===== config.mk =====
export PLATFORM = sky130hd
export DESIGN_NAME = wr_arb
export DESIGN_NICKNAME = d
export VERILOG_FILES = /design/src/rtl/wr_arb.sv
export SDC_FILE = /design/constraint.sdc
export NUM_CORES = 1
export LEC_CHECK = 0
export ABC_AREA = 1
export BUFFER_PORTS_ARGS = -buffer_cell sky130_fd_sc_hd__buf_2
export CAP_MARGIN = 30
export CORE_UTILIZATION = 25
export CTS_BUF_LIST = sky130_fd_sc_hd__clkbuf_16
export CTS_CLUSTER_DIAMETER = 60
export DETAILED_ROUTE_END_ITERATION = 10
export GPL_TIMING_DRIVEN = 0
export SLEW_MARGIN = 20
export SYNTH_ARGS = -nofsm -noshare
export SYNTH_HDL_FRONTEND = slang
export SYNTH_SLANG_ARGS = --single-unit

===== constraint.sdc =====
create_clock -name clk -period 3.68 [get_ports clk]
set_input_delay 0.736 -clock clk [delete_from_list [all_inputs] [get_ports clk]]
set_output_delay 0.736 -clock clk [all_outputs]
set_load 0.005 [all_outputs]

===== src/rtl/wr_arb.sv =====
// Round-robin write arbiter: four requesters share one memory port. Each grant
// runs a fixed burst of chip-select setup, LEN write beats, hold and a done pulse.
module wr_arb #(
  parameter int unsigned GAP = 3,   // setup/hold length in cycles, 1..7
  parameter int unsigned LEN = 16   // write beats per burst
) (
  input  logic       clk,
  input  logic       rst,
  input  logic [3:0] req,
  output logic [3:0] gnt,
  output logic [3:0] done,
  output logic       busy,
  output logic [1:0] id,
  output logic       csn,
  output logic       we,
  output logic [5:0] addr
);

  typedef enum logic [2:0] {
    StIdle  = 3'd0,
    StSetup = 3'd1,
    StData  = 3'd2,
    StHold  = 3'd3,
    StDone  = 3'd4
  } state_e;

  localparam logic [3:0] GapLast = 4'(GAP - 1);
  localparam logic [3:0] LenLast = 4'(LEN - 1);

  state_e     state_q, state_d;
  logic [3:0] cnt_q, cnt_d;
  logic [1:0] id_d;
  logic [1:0] last_id_q, last_id_d;
  logic [1:0] sel;
  logic       sel_vld;

  logic [3:0] gnt_d, done_d;
  logic       busy_d, csn_d, we_d;
  logic [5:0] addr_d;

  // Round-robin pick: first active request after the last owner, with wrap.
  always_comb begin
    logic [1:0] cand;
    cand    = '0;
    sel     = '0;
    sel_vld = 1'b0;
    for (int i = 1; i <= 4; i++) begin
      cand = last_id_q + 2'(i);
      if (!sel_vld && req[cand]) begin
        sel     = cand;
        sel_vld = 1'b1;
      end
    end
  end

  // Next state, beat/gap counter, owner and round-robin pointer.
  always_comb begin
    state_d   = state_q;
    cnt_d     = cnt_q;
    id_d      = id;
    last_id_d = last_id_q;
    case (state_q)
      StIdle: begin
        cnt_d = '0;
        if (sel_vld) begin
          state_d = StSetup;
          id_d    = sel;
        end
      end
      StSetup: begin
        if (cnt_q == GapLast) begin
          state_d = StData;
          cnt_d   = '0;
        end else begin
          cnt_d = cnt_q + 4'd1;
        end
      end
      StData: begin
        if (cnt_q == LenLast) begin
          state_d = StHold;
          cnt_d   = '0;
        end else begin
          cnt_d = cnt_q + 4'd1;
        end
      end
      StHold: begin
        if (cnt_q == GapLast) begin
          state_d = StDone;
          cnt_d   = '0;
        end else begin
          cnt_d = cnt_q + 4'd1;
        end
      end
      StDone: begin
        state_d   = StIdle;
        cnt_d     = '0;
        last_id_d = id;
      end
      default: begin
        // Illegal encoding: back to idle with reset-valued outputs.
        state_d = StIdle;
        cnt_d   = '0;
        id_d    = '0;
      end
    endcase
  end

  // Outputs decoded from the next state so every output leaves a flop.
  always_comb begin
    busy_d = (state_d == StSetup) || (state_d == StData) || (state_d == StHold);
    gnt_d  = busy_d ? (4'b0001 << id_d) : 4'b0000;
    done_d = (state_d == StDone) ? (4'b0001 << id_d) : 4'b0000;
    csn_d  = !busy_d;
    we_d   = (state_d == StData);
    addr_d = we_d ? {id_d, cnt_d} : 6'd0;
  end

  // State and output registers; reset wins over everything.
  always_ff @(posedge clk) begin
    if (rst) begin
      state_q   <= StIdle;
      cnt_q     <= '0;
      id        <= '0;
      last_id_q <= 2'd3;
      gnt       <= '0;
      done      <= '0;
      busy      <= 1'b0;
      csn       <= 1'b1;
      we        <= 1'b0;
      addr      <= '0;
    end else begin
      state_q   <= state_d;
      cnt_q     <= cnt_d;
      id        <= id_d;
      last_id_q <= last_id_d;
      gnt       <= gnt_d;
      done      <= done_d;
      busy      <= busy_d;
      csn       <= csn_d;
      we        <= we_d;
      addr      <= addr_d;
    end
  end

endmodule


==> results.py <==
metrics = {
    "outcome": {
        "status": "completed",
    },
    "logic_synthesis": {
        "synth_commonest_cells": "42 x nand2_1, 28 x dfxtp_1, 22 x nor2_1, 18 x inv_1, 11 x nand3_1",
        "synthArstFlopShare_pct": 0,
        "synthTopCellsByArea": "dfxtp_1 46%, nand2_1 13%, nor2_1 6.8%",
        "ys_seq_elements": 28,
        "ys_seq_area_share_pct": 46.0,
        "yosys.area.top_type_share_pct": 46.0,
        "yosys_warnings": 0,
        "syn_avg_cell_area_sq_um": 7.56,
        "synth_edf_count": 0,
        "yosysTopAreaCell": "dfxtp_1",
        "syn-instance-count": 161,
        "netlist_area_sq_mm": 0.00122,
        "yosysUniqueCellTypes": 26,
        "synth.most_common_cell": "nand2_1",
        "syn-num-nets": 169,
        "synth_flop_cell": "dfxtp_1",
    },
    "sta": {
        "max_slew_margin_pct": 63.3,
        "worst_pin_slew_ns": 0.551,
        "timing.fmax_ghz": 0.606,
        "worst_hold_slack_ns": 0.564,
        "period_minus_slack_ns": 1.65,
        "hold_viol": 0,
        "finalSetupViolCount": 0,
        "finalSetupTns_ns": 0,
        "finalCritPeriodShare_pct": 44.9,
        "finalMaxSlewViolations": 0,
        "finClkSkew_ns": 0.00448,
        "rsz0062_at_grt": "false",
    },
    "floorplan": {
        "core_region_area_sq_mm": 0.00469,
        "io_pins": 25,
        "die_w_microns": 71.8,
        "die_h_microns": 71.8,
        "start_util_pct": 25.9,
        "die_area_sq_mm": 0.00515,
        "num_rows": 25,
    },
    "hold_path": {
        "holdCritPathClass": "reg -> reg",
    },
    "clocking": {
        "path_clk_slew_ns": 0.07,
        "h-tree-depth": 1,
        "clk-insertion-delay-late_ns": 0.26,
        "cts_hold_buf": 0,
        "post_cts_buffers": 0,
        "cts_root_buffer": "clkbuf_16",
        "cts_tree": "done",
        "cts_sinks": 28,
        "cts_resized": 0,
        "cts_buffers": 3,
        "clock_path_buffers": 2,
    },
    "drt": {
        "route.met2.wl_mm": 1.01,
        "top_layer_used": "met3",
        "ant_nets": 0,
        "viasPerCell": 4.31,
        "wl_met1_mm": 1.06,
        "drc": 0,
        "drt-total-wl_mm": 2.23,
        "first_pass_iters": 6,
        "wl_per_cell_microns": 9.20,
        "vias": 1044,
        "met3WireLength_microns": 150,
        "drt-initial-drc-count": 38,
    },
    "worst_setup_path": {
        "critPathMostFrequentCell": "nand2_1",
        "critPathMaxFanout": 4,
        "r2r-start": "cnt_q[0]$_SDFF_PP0_",
        "crit_end": "gnt[0]$_SDFF_PP0_",
        "reg2regPathDepth": 9,
        "worstSetupStartpointType": "input pin",
        "cp-startpoint": "req[0]",
        "timing.rr.end": "gnt[0]$_SDFF_PP0_",
        "r2r_setup_slack_ns": 2.10,
        "crit_chain": "buf_2 > inv_1 > nand2_1 > nand2_2 > inv_1 > nor2_1 > o21ai_1 > nand2_1 > nand2_1 > nand2_1 > inv_1 > nand3_1 > nor2_1",
        "required_ns": 3.83,
        "critical-path-max-stage-delay_ns": 0.14,
        "crit_type": "in -> reg",
        "worst_ep_arrival_time_ns": 1.80,
        "worstSetupEndpointType": "flip-flop",
        "critPathSlowestCell": "nand2_1",
    },
    "global_routing": {
        "grt_max_degree": 16,
        "overflow": 0,
        "grt_pass1_vias": 920,
        "antenna_found_initial": 0,
        "grt_pass1_wl_mm": 3.86,
        "grt_usage_pct": 9.37,
    },
    "layout": {
        "n_fill_cell": 504,
        "multi_input_area_sq_um": 562,
        "area_growth_syn_to_layout_pct": 21.5,
        "diodes": 0,
        "drive_gt1_share_pct": 25.0,
        "nets": 197,
        "regArea_sq_um": 561,
    },
    "placed_design": {
        "dpl.hpwl_mm": 1.74,
        "port_buffers": 23,
        "gp_congestion": 0.800,
    },
    "run": {
        "cap_viol_max_count": 0,
    },
    "power_and_ir_drop": {
        "irDropWorstVdd_uv": 241,
        "powerDensity_mw_per_mm2": 427,
        "leakagePower_nw": 0.766,
    },
}
[kinds of logic (layout without fill, tap and decap cells)]
logic type	after synthesis	count (layout)	share of synthesized area, %
DFF	28	28	46.0
AOI/OAI and AO/OA	13	13	7.50
and+or+nand+nor	93	93	35.1
adders and majority gates	2	2	2.06
buffers and inverters	23	50	7.81
xor gates and xnor gates	2	2	1.44
[where the power goes]
group | switching, mW | total [mW] | internal, mW
Sequential | 0.00654 | 0.320 | 0.313
Clock | 0.0960 | 0.241 | 0.145
Combinational | 0.0449 | 0.0701 | 0.0252
Total | 0.147 | 0.632 | 0.484
[critical path, delay by kind of cell]
kind | cells | cell delay [ns]
buffers and inverters | 4 | 0.33
AOI/OAI and AO/OA | 1 | 0.06
and+or+nand+nor | 8 | 0.67
[layout make-up]
class / count / share of cell area [%]
buffer: 2 / 1.02
clock buffer: 3 / 5.08
clock inverter: 1 / 0.254
inverter: 21 / 5.41
multi-input combinational: 110 / 38.0
sequential: 28 / 37.9
tap: 54 / 4.57
timing repair buffer: 23 / 7.78
[per-stage QoR]
stage,util (%),worst slack [ns],power [mW],cell area [sq um],cells
after floorplan,-,2.04,0.377,1220,161
after global placement,29.8,1.79,0.396,1400,238
after detailed placement,29.8,1.78,0.397,1400,238
after CTS,31.5,2.03,0.639,1480,242
after global routing,31.5,1.86,0.662,1480,242
final,31.5,2.03,0.632,1480,242
[cell usage in the layout, fill, tap and decap left out, drive strengths merged, types with 2 or more instances in the layout]
master and n:
a21oi 5, buf 24, clkbuf 4, clkinv 2, dfxtp 28, ha 2, inv 20, nand2 52
nand3 12, nor2 25, nor3 3, o211ai 2, o21ai 5, xor2 2
[state kept, by name, indices dropped and copies added (netlist names)]
| register | flops |
|---|---|
| addr | 6 |
| cnt_q | 4 |
| done | 4 |
| gnt | 4 |
| state_q | 3 |
| id | 2 |
| last_id_q | 2 |
| busy | 1 |
| csn | 1 |
| we | 1 |
[worst min path at each step]
| stage | to | cells past startpoint | slack (ns) | startpoint |
|---|---|---|---|---|
| after global routing | last_id_q[1]$_SDFFE_PP1N_ | 2 | 0.58 | id[1]$_SDFF_PP0_ |
| after detailed placement | last_id_q[1]$_SDFFE_PP1N_ | 2 | 0.55 | id[1]$_SDFF_PP0_ |
| after floorplan | last_id_q[0]$_SDFFE_PP1N_ | 2 | 0.51 | id[0]$_SDFF_PP0_ |
| after global placement | last_id_q[0]$_SDFFE_PP1N_ | 2 | 0.54 | id[0]$_SDFF_PP0_ |
| final | last_id_q[0]$_SDFFE_PP1N_ | 2 | 0.56 | id[0]$_SDFF_PP0_ |
| after CTS | last_id_q[1]$_SDFFE_PP1N_ | 2 | 0.56 | id[1]$_SDFF_PP0_ |
[per-layer routing]
metal  track usage, %  vias up
met4                0        0
met2             17.3       28
met5                0        -
met1             11.1      464
li1                 -      552
met3             3.23        0
No activity file was read; power rests on OpenSTA's default activity.
